## src/rtl/decoded_reg_file.sv

```systemverilog
// decoded_reg_file: N = 2**ADDR_W entry register file with one write port
// and two combinational read ports. Each port is addressed through an
// explicit one-hot wordline that is also exported.
// Build option: define DECODED_REG_FILE_BYPASS_EN to forward DstData to a
// read port that matches the in-flight write in the same cycle.
module decoded_reg_file #(
  parameter int unsigned ADDR_W   = 4,
  parameter int unsigned DATA_W   = 16,
  parameter int unsigned ZERO_REG = 1
) (
  input  logic                      clk,
  input  logic                      rst_n,
  input  logic                      WriteReg,
  input  logic [ADDR_W-1:0]         DstReg,
  input  logic [DATA_W-1:0]         DstData,
  input  logic [ADDR_W-1:0]         SrcReg1,
  input  logic [ADDR_W-1:0]         SrcReg2,
  output logic [DATA_W-1:0]         SrcData1,
  output logic [DATA_W-1:0]         SrcData2,
  output logic [(1 << ADDR_W)-1:0]  RdWordline1,
  output logic [(1 << ADDR_W)-1:0]  RdWordline2,
  output logic [(1 << ADDR_W)-1:0]  WrWordline
);

  localparam int unsigned N       = 1 << ADDR_W;
  localparam bit          ZERO_EN = (ZERO_REG != 0);

  logic [DATA_W-1:0] entry [N];
  logic [DATA_W-1:0] rd1;
  logic [DATA_W-1:0] rd2;
  logic              byp1;
  logic              byp2;

  // One-hot decode: bit k set iff idx == k. An X index yields X bits, which
  // the write enable below treats as "not selected".
  function automatic logic [N-1:0] decode(input logic [ADDR_W-1:0] idx);
    logic [N-1:0] wl;
    wl = '0;
    for (int unsigned k = 0; k < N; k++) begin
      wl[k] = (idx == ADDR_W'(k));
    end
    return wl;
  endfunction

  // Read wordlines decode their index unconditionally, including in reset.
  always_comb begin
    RdWordline1 = decode(SrcReg1);
    RdWordline2 = decode(SrcReg2);
  end

  // Write wordline: gated by WriteReg; entry 0 is never selected when hardwired.
  always_comb begin
    WrWordline = '0;
    if (WriteReg) begin
      WrWordline = decode(DstReg);
    end
    if (ZERO_EN) begin
      WrWordline[0] = 1'b0;
    end
  end

  // Storage: async clear of every entry; a write loads only the selected entry.
  always_ff @(posedge clk or negedge rst_n) begin
    if (!rst_n) begin
      for (int unsigned k = 0; k < N; k++) begin
        entry[k] <= '0;
      end
    end else begin
      for (int unsigned k = 0; k < N; k++) begin
        if (WrWordline[k]) begin
          entry[k] <= DstData;
        end
      end
    end
  end

  // Bypass match: the write wordline already excludes index 0 when hardwired,
  // so overlap with a read wordline is exactly the forwarding condition.
  always_comb begin
    byp1 = 1'b0;
    byp2 = 1'b0;
`ifdef DECODED_REG_FILE_BYPASS_EN
    byp1 = rst_n && (|(WrWordline & RdWordline1));
    byp2 = rst_n && (|(WrWordline & RdWordline2));
`endif
  end

  // Read ports: AND-OR mux over the wordline, optional forward, zero-reg gate last.
  always_comb begin
    rd1 = '0;
    rd2 = '0;
    for (int unsigned k = 0; k < N; k++) begin
      rd1 = rd1 | ({DATA_W{RdWordline1[k]}} & entry[k]);
      rd2 = rd2 | ({DATA_W{RdWordline2[k]}} & entry[k]);
    end
    if (byp1) begin
      rd1 = DstData;
    end
    if (byp2) begin
      rd2 = DstData;
    end
    if (ZERO_EN && (SrcReg1 == '0)) begin
      rd1 = '0;
    end
    if (ZERO_EN && (SrcReg2 == '0)) begin
      rd2 = '0;
    end
    SrcData1 = rd1;
    SrcData2 = rd2;
  end

endmodule

```

## config.mk

```make
export PLATFORM = sky130hd
export DESIGN_NAME = decoded_reg_file
export DESIGN_NICKNAME = d
export VERILOG_FILES = /design/src/rtl/decoded_reg_file.sv
export SDC_FILE = /design/constraint.sdc
export NUM_CORES = 1
export LEC_CHECK = 0
export CORE_ASPECT_RATIO = 1.1
export CORE_MARGIN = 4
export CORE_UTILIZATION = 27
export DETAILED_ROUTE_END_ITERATION = 7
export HOLD_SLACK_MARGIN = 0.08
export PLACE_DENSITY_LB_ADDON = 0.12
export SYNTH_ARGS = -nofsm -noshare
export SYNTH_HDL_FRONTEND = slang
export SYNTH_SLANG_ARGS = --single-unit
```

## constraint.sdc

```tcl
create_clock -name clk -period 5 [get_ports clk]
set_input_delay 1 -clock clk [delete_from_list [all_inputs] [get_ports clk]]
set_output_delay 1 -clock clk [all_outputs]
set_load 0.005 [all_outputs]
```

==> out/metrics.cfg, run 1 <==
[yosys]
ys_types = 50
synthXorXnorAreaFrac = 0
async_reset_ff_frac = 1.00
synth_most_common_cell = mux2_2
synth_ff_type = dfrtp_1
synth_compound_area_frac = 0.156
synth_top_family_by_area = multiplexers
syn-instance-count = 1085
netlist_area_sq_mm = 0.0130
synth_fa_ha_area_frac = 0
ys_ff_latch = 240
synth_warnings = 0
netlist_top_cells_area = dfrtp_1 (46%), mux2_2 (21%), mux2i_1 (7.1%)
yosys-top-cells-count = mux2_2 (246), dfrtp_1 (240), mux2i_1 (92)
avgSynthCellArea_sq_um = 12.0
synth_edf_count = 0
synth_top_area_cell = dfrtp_1
yosysTopAreaCellShare = 0.462
yosysSeqAreaShare = 0.462
synth.area.mux_share = 0.286
synthesis.nets = 1116
yosys.area_share.simple = 0.0556

[pwr]
p_leak_nw = 6.52
power_density_mw_per_mm2 = 388
ir_drop_mv = 0.237

[place]
hpwlAfterDp_um = 37800
io_buffers = 109
gp_congestion = 0.842

[sta]
period_share = 0.959
finalMaxSlewViolations = 0
worst_pin_slew_ns = 0.974
fin_worst_skew_ns = 0
setup_viol = 0
post-route-min-period_ns = 4.80
setup-tns-final_ns = 0
fmax_ghz = 0.209
rsz0062_at_grt = no
max-slew-margin-rel = 0.351
hold_violations = 0

[clocking]
post_cts.repair.setup_buffers = 0
cts_tree = done
cts.path.max_buffers = 3
ctsHoldBuffers = 0
cts.htree.levels = 1
clk_latency_ns = 0.56
path_clk_slew_ns = 0.06
clockRootBuffer = clkbuf_16
cts_made_buffers = 29
cts_sinks = 240
cts_resized = 0

[grt]
grt_pass1_wl_um = 78700
grt_use_total = 0.207
grt_max_degree = 104
grt.overflow.total = 0
grt_antenna_before_repair = 5
grt_pass1_vias = 10600

[detailed_routing]
drt_iter0_markers = 802
drcViolationCount = 0
avgRoutedWirePerCell_um = 29.7
dr_total_vias = 10300
viasPerCell = 5.55
postRouteAntennaNets = 0
first_pass_iters = 5
wl_um = 54900

[outcome]
status = completed

[flow_run]
drv_cap = 0

[finish]
drive_gt1_frac = 0.321
reg.largest.list = entry (240)
area_growth_pct = 22.3
utilization = 0.333
largest_reg_flops = 240
top_register = entry
diodes = 0
layout.nets = 1215

[min_path]
hold_path.class = in2async

[floorplan]
fp-row-count = 84
initial_core_util = 0.272
boundaryPins = 111
die_area_sq_mm = 0.0517
die_w_um = 217
die_y_um = 238
fp.coreArea_sq_mm = 0.0477

[worst_setup_path]
critPathMaxStageDelay_ns = 0.86
worstPathRequired_ns = 4.00
crit_family = buffers and inverters
r2r_cells = 1
cp.buffers_inverters = 2
worst_ep_arrival_time_ns = 3.80
cp-start-kind = input pin
crit_path_top_delay_cell = and3b_1
cp-end-kind = primary output
cpMostUsedCell = clkdlybuf4s50_1
worstPathCellList = clkdlybuf4s50_1 -> and3b_1 -> a221oi_1 -> o221ai_1 -> clkdlybuf4s50_1
crit_type = in2out
cp_max_fo = 16
cp.depth = 5

==> placed cells by master, fill, tap and decap left out, drive strengths merged, types with 3 or more instances in the layout <==
| cell type | netlist | final |
|---|---|---|
| nand3 | 4 | 4 |
| o211ai | 13 | 13 |
| a22oi | 5 | 5 |
| nor2 | 35 | 35 |
| o221ai | 18 | 18 |
| clkdlybuf4s50 | 0 | 102 |
| clkinv | 3 | 8 |
| and3 | 4 | 4 |
| o21ai | 5 | 5 |
| buf | 55 | 75 |
| a21oi | 17 | 17 |
| dfrtp | 240 | 240 |
| or3b | 6 | 6 |
| nor2b | 3 | 3 |
| and2 | 4 | 4 |
| nor3b | 6 | 6 |
| a22o | 42 | 42 |
| nand2b | 7 | 7 |
| or3 | 3 | 3 |
| o2bb2ai | 26 | 26 |
| mux2 | 246 | 246 |
| o22ai | 30 | 30 |
| and3b | 5 | 5 |
| nand2 | 25 | 25 |
| a221oi | 81 | 81 |
| inv | 7 | 7 |
| mux2i | 92 | 92 |
| nand3b | 7 | 7 |
| clkbuf | 54 | 47 |
| nor3 | 19 | 19 |
==> per-layer routing <==
layer,track usage,share of wire
met1,0.277,0.43
met5,0,0.00098
met3,0.0409,0.060
met4,0.0659,0.036
met2,0.341,0.47
==> power by group <==
| group | total [W] | leakage [nW] | switching (W) | internal, W |
|---|---|---|---|---|
| registers | 0.00280 | 2.94 | 0.000400 | 0.00240 |
| logic | 0.00134 | 3.13 | 0.000615 | 0.000721 |
| clock network | 0.00203 | 0.446 | 0.000848 | 0.00118 |
==> area by class of cell <==
type	count	area, sq um
clock buffer	47	873
clock inverter	6	32.5
fill	4904	31800
inverter	10	37.5
multi-input combinational	726	6500
sequential	240	6010
tap	645	807
timing repair buffer	177	1640
==> logic make-up after synthesis <==
kind of cell / after synthesis
buffers and inverters: 119
AO/OA/AOI/OAI: 252
flip-flops: 240
multiplexers: 339
AND/OR/NAND/NOR: 134
other: 1
==> path summary, 6_finish.rpt <==
| check | startpoint | end | slack (ns) |
|---|---|---|---|
| worst max-delay path | SrcReg1[2] | SrcData1[2] | 0.20 |
| worst min-delay path | rst_n | entry[111]$_DFFE_PN0P_ | 0.47 |
| worst max register to register | entry[161]$_DFFE_PN0P_ | entry[161]$_DFFE_PN0P_ | 4.17 |
| worst min register to register | entry[120]$_DFFE_PN0P_ | entry[120]$_DFFE_PN0P_ | 0.53 |
| max in group asynchronous | rst_n | entry[215]$_DFFE_PN0P_ | 3.37 |
| min in group clk | entry[120]$_DFFE_PN0P_ | entry[120]$_DFFE_PN0P_ | 0.53 |
==> through the flow <==
step           cell area [sq um]  hold slack (ns)  worst slack [ns]  power (W)  cells
6_report                   15900            0.466             0.204    0.00617   1851
5_1_grt                    15900            0.534            0.0578    0.00648   1851
4_1_cts                    15900            0.528             0.254    0.00624   1851
3_5_place_dp               15000            0.519             0.264    0.00417   1798
3_3_place_gp               15000            0.512             0.216    0.00416   1798
2_1_floorplan              13000            0.493              1.67    0.00353   1085
Power figures use the tool's default switching activity.
==> inputs of run 2 (changes only) <==
CORE_MARGIN = not set   (was 4)
==> run 2 against run 1 <==
The flow now finishes with violations (capacitance limit, slew limit). Maximum frequency rose by 2.0%. Global-route usage increased by 2.2 points. First-iteration DRC count grew 5.9%. Critical path depth is 1 higher. Utilization is 0.97 points higher. Sequential share of layout area is 0.63 points lower.
==> out/metrics.cfg, run 2 (synthesis gave the netlist of run 1 again) <==
[outcome]
status = finished with violations
violations = capacitance limit, slew limit

[detailed_routing]
dr_total_vias = 10300  ; +0.70%
drcViolationCount = 0  ; unchanged
avgRoutedWirePerCell_um = 30.2  ; +1.8%
wl_um = 55800  ; +1.6%
viasPerCell = 5.60  ; +0.86%
postRouteAntennaNets = 0  ; unchanged
first_pass_iters = 5  ; unchanged
drt_iter0_markers = 849  ; +5.9%

[place]
io_buffers = 109  ; unchanged
dpl_cell_area_sq_mm = 0.0150  ; about the same
gp_congestion = 0.859  ; +2.0%
hpwlAfterDp_um = 38000  ; +0.58%

[clocking]
path_clk_slew_ns = 0.06  ; about the same
clk_latency_ns = 0.57  ; about the same
cts.htree.levels = 1  ; unchanged
cts_tree = done
cts_sinks = 240  ; unchanged
cts_made_buffers = 30  ; +3.4%
clockRootBuffer = clkbuf_16
post_cts.repair.setup_buffers = 0  ; unchanged
cts.path.max_buffers = 3  ; unchanged
cts_resized = 0  ; unchanged
ctsHoldBuffers = 0  ; unchanged

[floorplan]
boundaryPins = 111  ; unchanged
die_area_sq_mm = 0.0490  ; -5.2%
die_y_um = 232  ; -2.5%
die_w_um = 211  ; -2.8%
fp-row-count = 83  ; -1.2%
initial_core_util = 0.276  ; +0.00328
fp.coreArea_sq_mm = 0.0471  ; -1.2%

[flow_run]
drv_cap = 1  ; +1

[sta]
period_share = 0.940  ; -0.0191
fin_worst_skew_ns = 0  ; unchanged
max-slew-margin-rel = -0.0373  ; -0.388
worst_pin_slew_ns = 1.55  ; +0.579 ns
finalMaxSlewViolations = 10  ; +10
fmax_ghz = 0.213  ; +2.0%
post-route-min-period_ns = 4.70  ; -0.0955 ns
fin_hold_ws_ns = 0.360  ; -0.106 ns
hold_violations = 0  ; unchanged
setup_viol = 0  ; unchanged
rsz0062_at_grt = no
setup-tns-final_ns = 0  ; unchanged

[finish]
area_growth_pct = 24.4
layout_common_cells = mux2_2 (246), dfrtp_1 (240), clkdlybuf4s50_1 (102)
fill_cells = 4796  ; -2.2%
reg.largest.list = entry (240)
postLayoutCellArea_sq_mm = 0.0162  ; +1.7%
drive_gt1_frac = 0.329  ; +0.00857
layout.nets = 1215  ; unchanged
multi_input_area_sq_mm = 0.00650  ; unchanged
largest_reg_flops = 240  ; unchanged
mostFrequentLayoutCell = mux2_2
top_register = entry
utilization = 0.343  ; +0.00972
seq_area_sq_mm = 0.00601  ; unchanged

[worst_setup_path]
worstPathCellList = clkdlybuf4s50_1 -> and3b_1 -> a22o_1 -> a21oi_1 -> o221ai_1 -> clkdlybuf4s50_1
critPathMaxStageDelay_ns = 0.97  ; +0.11 ns
worstPathRequired_ns = 4.00  ; about the same
worst_ep_arrival_time_ns = 3.70  ; -0.10 ns
cp-start-kind = input pin
cpMostUsedCell = clkdlybuf4s50_1
crit_type = in2out
cp-end-kind = primary output
crit_path_top_delay_cell = and3b_1
cp_max_fo = 15  ; -1

[grt]
grt_antenna_before_repair = 4  ; -1
grt.overflow.total = 0  ; unchanged
grt_pass1_vias = 10700  ; +0.93%
grt_max_degree = 96  ; -7.7%
grt_use_total = 0.230  ; +0.0224
grt_pass1_wl_um = 80400  ; +2.2%

[pwr]
p_leak_nw = 6.66  ; +2.0%
ir_drop_mv = 0.245  ; +3.6%
power_density_mw_per_mm2 = 415  ; +7.1%
fin_total_pwr_w = 0.00672  ; +8.9%

[min_path]
hold_path.class = in2async

==> run 2: changes by cell type in the layout (fill, tap and decap cells not counted), sizes merged <==
cell | previous run | this run
buf | 75 | 74
clkbuf | 47 | 34
clkinv | 8 | 13
clkinvlp | 1 | 2
bufinv | 0 | 10
diode | 0 | 3
==> run 2: metrics by stage <==
stage               instances  setup WS (ns)
finish                   1848          0.299
global route             1845          0.278
CTS                      1845          0.327
detailed placement       1789          0.346
global placement         1789          0.361
floorplan                1085           1.67
==> run 2: power breakdown <==
part	switching, W	internal [W]	total (W)
clock	0.000914	0.00165	0.00257
combinational	0.000612	0.000722	0.00133
sequential	0.000416	0.00240	0.00281
==> run 2: metal layers <==
metal,part of all wire,global-route usage,vias up
li1,-,-,4411
met1,0.44,0.313,5454
met2,0.47,0.375,403
met3,0.064,0.0365,78
met4,0.028,0.0620,0
met5,0,0,-
==> run 2: critical path: cells and delay by family <==
kind | cells | cell delay [ns]
buffers and inverters | 2 | 1.19
AOI/OAI and AO/OA | 3 | 0.51
and+or+nand+nor | 1 | 0.97
==> run 2: final cells by class <==
class / count / area share
Multi-Input combinational cell: 726 / 0.402
Sequential cell: 240 / 0.371
Timing Repair Buffer: 176 / 0.102
Tap cell: 637 / 0.0493
Clock buffer: 34 / 0.0492
Clock inverter: 22 / 0.0233
Inverter: 10 / 0.00232
Antenna cell: 3 / 0.000464
==> run 2: final timing paths <==
path / slack, ns / startpoint / cells past startpoint / end
worst max register to register: 4.14 / entry[177]$_DFFE_PN0P_ / 1 / entry[177]$_DFFE_PN0P_
worst max-delay path: 0.30 / SrcReg1[2] / 6 / SrcData1[7]
worst min-delay path: 0.36 / rst_n / 1 / entry[143]$_DFFE_PN0P_
min in group clk: 0.53 / entry[139]$_DFFE_PN0P_ / 1 / entry[139]$_DFFE_PN0P_
max in group asynchronous: 3.53 / rst_n / 2 / entry[76]$_DFFE_PN0P_
worst min register to register: 0.53 / entry[139]$_DFFE_PN0P_ / 1 / entry[139]$_DFFE_PN0P_
